**config.mk**
```make
export PLATFORM = sky130hd
export DESIGN_NAME = key_responder
export DESIGN_NICKNAME = d
export VERILOG_FILES = /design/src/rtl/key_responder.sv
export SDC_FILE = /design/constraint.sdc
export NUM_CORES = 1
export LEC_CHECK = 0
export CORE_MARGIN = 5
export CORE_UTILIZATION = 49
export CTS_CLUSTER_SIZE = 12
export DETAILED_ROUTE_END_ITERATION = 8
export GPL_TIMING_DRIVEN = 1
export HOLD_SLACK_MARGIN = 0.05
export PLACE_DENSITY = 0.85
export SYNTH_ARGS = -nofsm -noshare
export SYNTH_HDL_FRONTEND = slang
export SYNTH_SLANG_ARGS = --single-unit
```
**constraint.sdc**
```tcl
create_clock -name clk -period 2.4 [get_ports clk]
set_input_delay 0.6 -clock clk [delete_from_list [all_inputs] [get_ports clk]]
set_output_delay 0.6 -clock clk [all_outputs]
set_load 0.05 [all_outputs]
```
**src/rtl/key_responder.sv**
```systemverilog
// key_responder: req/ack key acceptor with programmable ack delay, key-sequence check and log FIFO
module key_responder #(
  parameter int DELAY = 2,
  parameter int DEPTH = 4
) (
  input  logic       clk,
  input  logic       rst,
  input  logic       req,
  input  logic [3:0] req_key,
  output logic       ack,
  output logic       out_valid,
  output logic [3:0] out_key,
  input  logic       out_ready,
  output logic       seq_err,
  output logic [7:0] xfer_count
);
  localparam int AW = $clog2(DEPTH);
  typedef enum logic [1:0] {IDLE, WAIT, ACK} state_t;
  state_t state;
  logic [3:0] cnt;
  logic [3:0] mem [DEPTH];
  logic [AW-1:0] wp, rp;
  logic [AW:0] used;
  logic first;
  logic [3:0] prev;
  logic push, pop, full;
  assign full = used == (AW+1)'(DEPTH);
  assign push = state == ACK && req;
  assign pop = out_valid && out_ready;
  assign ack = state == ACK;
  assign out_valid = used != '0;
  assign out_key = mem[rp];
  always_ff @(posedge clk)
    if (push) mem[wp] <= req_key;
  always_ff @(posedge clk) begin
    if (rst) begin
      state <= IDLE;
      cnt <= '0;
      wp <= '0;
      rp <= '0;
      used <= '0;
      seq_err <= 1'b0;
      xfer_count <= '0;
      first <= 1'b1;
      prev <= '0;
    end else begin
      if (state == IDLE && req && !full) begin
        state <= DELAY == 0 ? ACK : WAIT;
        cnt <= 4'(DELAY);
      end else if (state == WAIT) begin
        cnt <= cnt - 4'd1;
        if (cnt == 4'd1) state <= ACK;
      end else if (state == ACK) begin
        state <= IDLE;
      end
      if (push) begin
        wp <= wp + 1'b1;
        xfer_count <= xfer_count + 8'd1;
        prev <= req_key;
        first <= 1'b0;
        if (!first && req_key != prev + 4'd1) seq_err <= 1'b1;
      end
      if (pop) rp <= rp + 1'b1;
      used <= used + (AW+1)'(push) - (AW+1)'(pop);
    end
  end
endmodule

```
# [After elaboration in Yosys (flattened, before gate mapping)]
# Memory sizes are Yosys's and may differ from the RTL's. A register that Yosys moved wholly into a read port is not among the register bits.
# Cells that the tools add are included.
[word_totals] reg_bits=27 ramBits=16 output_inout_bits=15 word_cells=52 n_memories=1
[memory_table] memory="mem" words=4 word_bits=4 rd=1 rd_ports_with_merged_regs=1 wr=1 line="21" rtl="logic [3:0] mem [DEPTH];"
[classes] add_sub_neg=7 n_eq_ne=7 mux=10 reduce_logical=16
[op_table] operator="$mux W2" n=7
[op_table] operator="$add A8 B1 Y8 const B" n=1
[op_table] operator="$reduce_and A2 Y1" n=3
[op_table] operator="$reduce_bool A3 Y1" n=2
[op_table] operator="$logic_and A1 B1 Y1" n=5
[op_table] operator="$add A2 B1 Y2 const B" n=2
[op_table] operator="$add A4 B1 Y4 const B" n=1
[op_table] operator="$eq A4 B1 Y1 const B" n=1
[op_table] operator="$ne A4 B4 Y1" n=1
[op_table] operator="$reduce_bool A2 Y1" n=2
[op_table] operator="$sub A4 B1 Y4 const B" n=1
[op_table] operator="$add A3 B1 Y3" n=1
[op_table] operator="$eq A3 B3 Y1 const B" n=1
[op_table] operator="$mux W1" n=3
[op_table] operator="$ne A3 B2 Y1 const B" n=1
[op_table] operator="$sub A3 B1 Y3" n=1
[op_table] operator="$eq A2 B1 Y1 const B" n=1
[op_table] operator="$eq A2 B2 Y1 const B" n=1
[op_table] operator="$logic_not A1 Y1" n=2
[op_table] operator="$logic_not A2 Y1" n=1
[op_table] operator="$ne A2 B1 Y1 const B" n=1
[op_table] operator="$reduce_or A2 Y1" n=1

# [Depth between registers and ports, before layout]
# Gate-level depths: netlist of the first run.
[depth] ltp_word=5 depth_mapped=12 depth_no_buf=9

# [Worst setup path before layout of the first run]
# No wires, ideal clock.
[synth_timing] path_kind="in2reg" start="in req" end="reg used[2]" setup_time_ps=128 arrival_ps=2248 t_required_ps=2272 path_slack_ps=25 cell_stages=11 n_path_buf=2 path_cell_list="and3b_1 > buf_4 > inv_2 > buf_2 > ha_1 > inv_1 > ha_1 > fa_1 > xnor2_1 > xnor2_1 > nor2_1"
[synth_between] elab_chain_len=3
[synth_rtl] element="from (decl)" line="8" rtl="input logic req,"
[synth_rtl] element="$logic_and A1 B1 Y1" line="28" rtl="assign push = state == ACK && req;"
[synth_rtl] element="$add A3 B1 Y3" line="64" rtl="used <= used + (AW+1)'(push) - (AW+1)'(pop);"
[synth_rtl] element="$sub A3 B1 Y3" line="64"
[synth_rtl] element="to (signal assigned)" line="64"
[synth_rtl] element="to (decl)" line="23" rtl="logic [AW:0] used;"
# No other way between the ends.
# A chain may end at the register's enable or synchronous reset.

# [Worst setup path in the final report of the first run]
[layout_timing] start="reg used[0]" end="out out_valid"
[layout_between] elab_chain_len=1
[layout_rtl] element="$reduce_bool A3 Y1" line="31" rtl="assign out_valid = used != '0;"
[layout_rtl] element="to (decl)" line="11" rtl="output logic out_valid,"
# No other way between the ends.

==> out/qor.txt, run 1 <==
status - complete, no violations
Max Freq - 0.431 GHz
worst r2r path cells - 9
Clock Skew - 0.00719 ns
DR iter-0 viols - 113
most common cell after layout, fill and taps aside - dfxtp_1
Routed WL - 3420 um
reg2reg setup slack - 0.34 ns
core area - 3940 um^2
Post-Syn Instances - 176
Peak VDD IR - 0.000523 V
CTS sink cnt - 45
kind of critical path - reg -> out
period utilisation layout - 96.6%
WP data arrival - 1.72 ns
gr usage total - 14.8%
Pins Over Slew Limit - 0
final setup violation count - 0
synthesized flop and latch total - 45
initial antenna violation count - 0
critical path endpoint category - output pin
Syn Area/Cell - 11.2 um^2
Remaining DRCs - 0
share of cells above drive strength 1 - 13.7%
Max-slew headroom - 65.0%
syn nets - 195
1st-pass router iterations - 4
I/O pins - 23
DIE AREA - 5390 um^2
crit path max fanout - 5
H-Tree Depth - 2
Req. time, crit path - 1.80 ns
Reg clk slew, reported paths - 0.08 ns
FF-to-FF Start - state[1]
Initial Util - 50.0%
n_diodes - 0
Routed Antenna Nets - 0
vias in the first global route - 1338
max-cap violations - 0
HPWL Detailed - 2530 um
DIE WIDTH - 73.4 um
DR vias/cell - 5.16
Worst Max-Slew Pin Slew - 0.523 ns
Crit Reg-Reg Endpoint - used[2]
post-synthesis sequential area ratio - 53.8%
Min Clock Period, post-route - 2.32 ns
WHS - 0.468 ns
clock buffer depth - 2
CTS Root Cell - clkbuf_8
number of I/O port buffers - 22
fin util - 59.7%
DIE HEIGHT - 73.4 um
Fin. Hold Viols - 0
fin nets - 223
WHS Endpoint - first
vias after detailed routing - 1315
Yosys Warn Count - 0
CP startpoint kind - register
Routed WL per cell - 13.4 um
FP Rows - 23
cts bufs inserted - 5
first-pass GRT wire length - 6030 um
largest net degree at the start of global routing - 19
hold depth - 1
Cell Area, Synth - 1970 um^2
RSZ-0062 raised after global routing - no
Area Growth Syn to Fin - 19.4%
Worst-Skew Late Latency - 0.29 ns
FILL cells - 333
placer's final routability congestion estimate - 0.777
pwr dens - 808 nW/um^2
Hold Crit Start - first
most frequent cells in the layout - dfxtp_1 (29), nand2_1 (16), clkdlybuf4s50_1 (16), edfxtp_1 (16), a21oi_1 (15)
CTS tree - built
Yosys cell types - 40
Lkg Pwr - 0.000864 uW
grt ovf - 0
Worst Hold Class - reg -> reg
-- power breakdown --
group	total (uW)	switching [uW]	internal (uW)
logic	540	282	258
clock network	432	230	202
registers	931	80.0	851
total	1900	592	1310
-- through the flow --
stage / setup slack (ns) / total power (uW) / TNS (ns) / instance area, um^2 / instances
floorplan: 0.0246 / 1320 / 0 / 1970 / 176
global route: 0.0189 / 2030 / 0 / 2350 / 255
finish: 0.0806 / 1900 / 0 / 2350 / 255
CTS: 0.0158 / 1910 / 0 / 2340 / 255
detailed placement: -0.307 / 1480 / -0.406 / 2250 / 247
global placement: -0.232 / 1450 / -0.279 / 2250 / 247
-- synth_stat cells --
library cell  number  area [um^2]
nor4_1             1         6.26
nor2b_1            5         31.3
nor3_1             4         20.0
mux4_2             4         90.1
nand2b_1           1         6.26
o31a_1             1         8.76
dfxtp_1           29          581
and2_1             4         25.0
o311ai_0           1         8.76
a311oi_1           1         8.76
inv_2              1         3.75
xor2_1             4         35.0
xnor2_1           10         87.6
buf_1              1         3.75
o21ai_0            2         10.0
mux2_2             2         22.5
o31ai_1            2         15.0
clkbuf_1           3         11.3
nand3b_1           2         15.0
a21o_1             1         7.51
o41ai_1            1         8.76
a211o_1            1         8.76
edfxtp_1          16          480
nand3_1            2         10.0
nand2_1           16         60.1
a21oi_1           15         75.1
nor2_1             9         33.8
and3b_1            1         8.76
ha_1              10          125
buf_4              2         15.0
nor3b_1            1         7.51
nand4_1            1         6.26
a21bo_2            1         10.0
or4_1              2         15.0
nand4b_1           1         8.76
or3_1              3         18.8
inv_1             11         41.3
a211oi_1           2         15.0
fa_1               1         20.0
buf_2              1         5.00
-- logic make-up (layout without fill, tap and decap cells) --
| family | Yosys count | after routing | synth area share [%] |
|---|---|---|---|
| adders and majority gates | 11 | 11 | 7.37 |
| DFF | 45 | 45 | 53.8 |
| buffers and inverters | 19 | 48 | 4.06 |
| AOI/OAI and AO/OA | 28 | 28 | 8.95 |
| and+or+nand+nor | 53 | 53 | 13.8 |
| muxes | 6 | 6 | 5.71 |
| xor gates and xnor gates | 14 | 14 | 6.22 |
-- cell type report --
cell class	instances	area (um^2)	area share, %
Clock inverter	2	10.0	0.425
Multi-Input combinational cell	112	842	35.8
Timing Repair Buffer	28	260	11.1
Sequential cell	45	1060	45.1
Inverter	12	45.0	1.91
Tap cell	50	62.6	2.66
Clock buffer	6	72.6	3.08
-- routing by layer --
metal  track usage, %  routed length (um)
met1             17.3                1460
met2             24.0                1680
met3             5.34                 217
met4             7.24                  65
met5                0                   0
-- worst max path at each step --
stage | slack (ns) | startpoint | endpoint | depth (start not counted)
after global routing | 0.02 | used[1] | out_valid | 2
after CTS | 0.02 | req | used[2] | 10
final | 0.08 | used[0] | out_valid | 2
after floorplan | 0.02 | req | used[2] | 11
after global placement | -0.23 | req | used[2] | 10
after detailed placement | -0.31 | req | used[2] | 10
-- flip-flops by register name, summed over array words and instances (netlist names), named ones only --
signal	cells
state	2
xfer_count	8
first	1
prev	4
cnt	4
rp	2
seq_err	1
mem	16
wp	2
used	3
-- worst max-delay path, stage by stage, from the launching register on --
cell and delay, ns:
dfxtp_1 0.35, or3_1 0.37, clkdlybuf4s50_1 0.70
-- repair_timing --
action                     4_1_cts  5_1_grt
hold buffers                     0        0
resized for setup                0        5
setup endpoints to repair        0        2
setup buffers                    0        0
(Power assumes the default switching activity.)
==> run 2, diff against run 1 <==
Settings changed: CAP_MARGIN from default to 25, CORE_UTILIZATION 49 to 55, PLACE_DENSITY 0.85 to 0.9, SLEW_MARGIN from default to 20.
Clock period 2.4 ns to 2.8 ns, I/O delays scaled along.
==> run 2 against run 1 <==
Register-to-register slack better by 0.33 ns; hold slack better by 0.013 ns; sequential share of layout area rose by 0.95 points; non-clock buffer count decreased by 2; total power decreased by 20%; first-iteration DRC count fell by 65%; clock skew up 0.0015 ns; clock power shrank 33%; cell count fell by 2.4%; final area shrank 2.1%; critical endpoint is now ack; largest power group unchanged; highest routed layer unchanged.
==> out/qor.txt, run 2 (same netlist as run 1, synthesis figures left out) <==
Top reg by flops - mem
CTS tree - built
CTS resizes - 0 (unchanged)
crit-path cells - nor2b_1, clkdlybuf4s50_1
vias after detailed routing - 1326 (+0.84%)
Routed WL per cell - 13.6 um (+0.97%)
Post-Layout Cell Count - 249 (-2.4%)
final setup violation count - 0 (unchanged)
critical path endpoint category - output pin
grt ovf - 0 (unchanged)
Worst Hold Class - reg -> reg
CP startpoint kind - register
CP max stage delay - 0.82 ns (+0.12 ns)
vias in the first global route - 1298 (-3.0%)
DIE AREA - 4880 um^2 (-9.5%)
FILL cells - 251 (-25%)
Reg clk slew, reported paths - 0.13 ns (+0.05 ns)
gr usage total - 14.9% (+0.050 points)
post-route setup slack - 0.221 ns (+0.140 ns)
Initial Util - 57.7% (+7.7 points)
DP Cell Count - 241 (-2.4%)
pwr dens - 663 nW/um^2 (-18%)
CTS sink cnt - 45 (unchanged)
n_diodes - 0 (unchanged)
Max-slew headroom - 65.9% (+0.85 points)
DR vias/cell - 5.33 (+3.3%)
DIE WIDTH - 69.9 um (-4.8%)
buffers and inverters on the worst path - 1 (unchanged)
Fin. Hold Viols - 0 (unchanged)
HPWL Detailed - 2450 um (-3.1%)
placer's final routability congestion estimate - 0.798 (+2.7%)
Req. time, crit path - 2.10 ns (+0.30 ns)
H-Tree Depth - 2 (unchanged)
Largest regs - mem x16, xfer_count x8
RSZ-0062 raised after global routing - no
most common cell after layout, fill and taps aside - dfxtp_1
number of I/O port buffers - 22 (unchanged)
Reg area - 1060 um^2 (unchanged)
Routed Antenna Nets - 0 (unchanged)
Routed WL - 3370 um (-1.4%)
DR iter-0 viols - 40 (-65%)
Hold Buf Count CTS - 0 (unchanged)
core area - 3420 um^2 (-13%)
initial antenna violation count - 0 (unchanged)
DIE HEIGHT - 69.9 um (-4.8%)
Worst Max-Slew Pin Slew - 0.511 ns (-0.0127 ns)
status - complete, no violations
largest net degree at the start of global routing - 19 (unchanged)
clock buffer depth - 2 (unchanged)
# Post-CTS Setup Buffers - 0 (unchanged)
Max Freq - 0.388 GHz
worst slack, placed - -0.00588 ns (+0.301 ns)
max-cap violations - 0 (unchanged)
max reg flops - 16 (unchanged)
I/O pins - 23 (unchanged)
Min Clock Period, post-route - 2.58 ns
Peak VDD IR - 0.000466 V (-11%)
most frequent cells in the layout - dfxtp_1 (29), clkdlybuf4s50_1 (18), nand2_1 (16), edfxtp_1 (16), a21oi_1 (15)
crit path max fanout - 9 (+4)
fin nets - 221 (-0.90%)
WP data arrival - 1.88 ns (+0.16 ns)
share of cells above drive strength 1 - 9.36% (-4.3 points)
1st-pass router iterations - 4 (unchanged)
Lkg Pwr - 0.000844 uW (-2.3%)
Crit-path slowest cell - clkdlybuf4s50_1
kind of critical path - reg -> out
first-pass GRT wire length - 5840 um (-3.1%)
Crit path max-delay family - buffers and inverters
FP Rows - 21 (-8.7%)
footprint of the multi-input gates - 830 um^2 (-1.5%)
CTS Root Cell - clkbuf_4
Pins Over Slew Limit - 0 (unchanged)
Worst-Skew Late Latency - 0.35 ns (+0.06 ns)
period utilisation layout - 92.1%
Remaining DRCs - 0 (unchanged)
cts bufs inserted - 5 (unchanged)
reg2reg setup slack - 0.67 ns (+0.33 ns)
Clock Skew - 0.00867 ns (+0.00148 ns)
Area Growth Syn to Fin - 17.0%
run 2: changes by cell type in the layout (fill, tap and decap cells not counted), sizes merged:
cell | before | now
dlymetal6s2s | 2 | 4
clkdlybuf4s50 | 16 | 18
buf | 10 | 4
run 2: worst reg2reg max path: stages (launching register included):
cell and delay [ns]:
dfxtp_1 0.51, and3b_1 0.25, inv_2 0.05, ha_1 0.27, inv_1 0.04, ha_1 0.19, fa_1 0.38, xnor2_1 0.18
xnor2_1 0.14, nor2_1 0.05
run 2: worst paths after layout:
path	cells past startpoint	end	from
setup / recovery	2	ack	state[1]
setup reg to reg	9	used[2]	state[1]
hold / removal	2	prev[3]	prev[3]
hold reg to reg	2	prev[3]	prev[3]
run 2: metal layers:
metal / vias up / wire, um / share of wire [%] / track usage [%]
met5: - / 0 / 0 / 0
met1: 628 / 1520 / 45 / 17.8
li1: 666 / - / - / -
met4: 0 / 45 / 1.3 / 5.11
met2: 26 / 1680 / 50 / 25.3
met3: 6 / 128 / 3.8 / 4.59
run 2: power by group:
| part | switching (uW) | leakage [uW] | total (uW) | internal [uW] |
|---|---|---|---|---|
| sequential | 67.1 | 0.000379 | 796 | 729 |
| combinational | 236 | 0.000433 | 443 | 206 |
| clock | 194 | 0.0000320 | 290 | 95.9 |
run 2: layout make-up:
cell class	instances	area share, %
Multi-Input combinational cell	112	36.0
Sequential cell	45	46.0
Timing Repair Buffer	26	11.3
Clock inverter	2	0.434
Tap cell	46	2.50
Clock buffer	6	1.79
Inverter	12	1.95
run 2: through the flow:
stage / area, um^2 / utilization (%) / power (uW) / hold WS, ns / setup TNS [ns]
after global placement: 2240 / 65.7 / 1240 / 0.438 / 0
after detailed placement: 2240 / 65.7 / 1260 / 0.447 / -0.00588
after CTS: 2290 / 67.2 / 1550 / 0.477 / 0
after floorplan: 1970 / - / 1140 / 0.427 / 0
after global routing: 2300 / 67.5 / 1630 / 0.503 / 0
final: 2300 / 67.5 / 1530 / 0.481 / 0
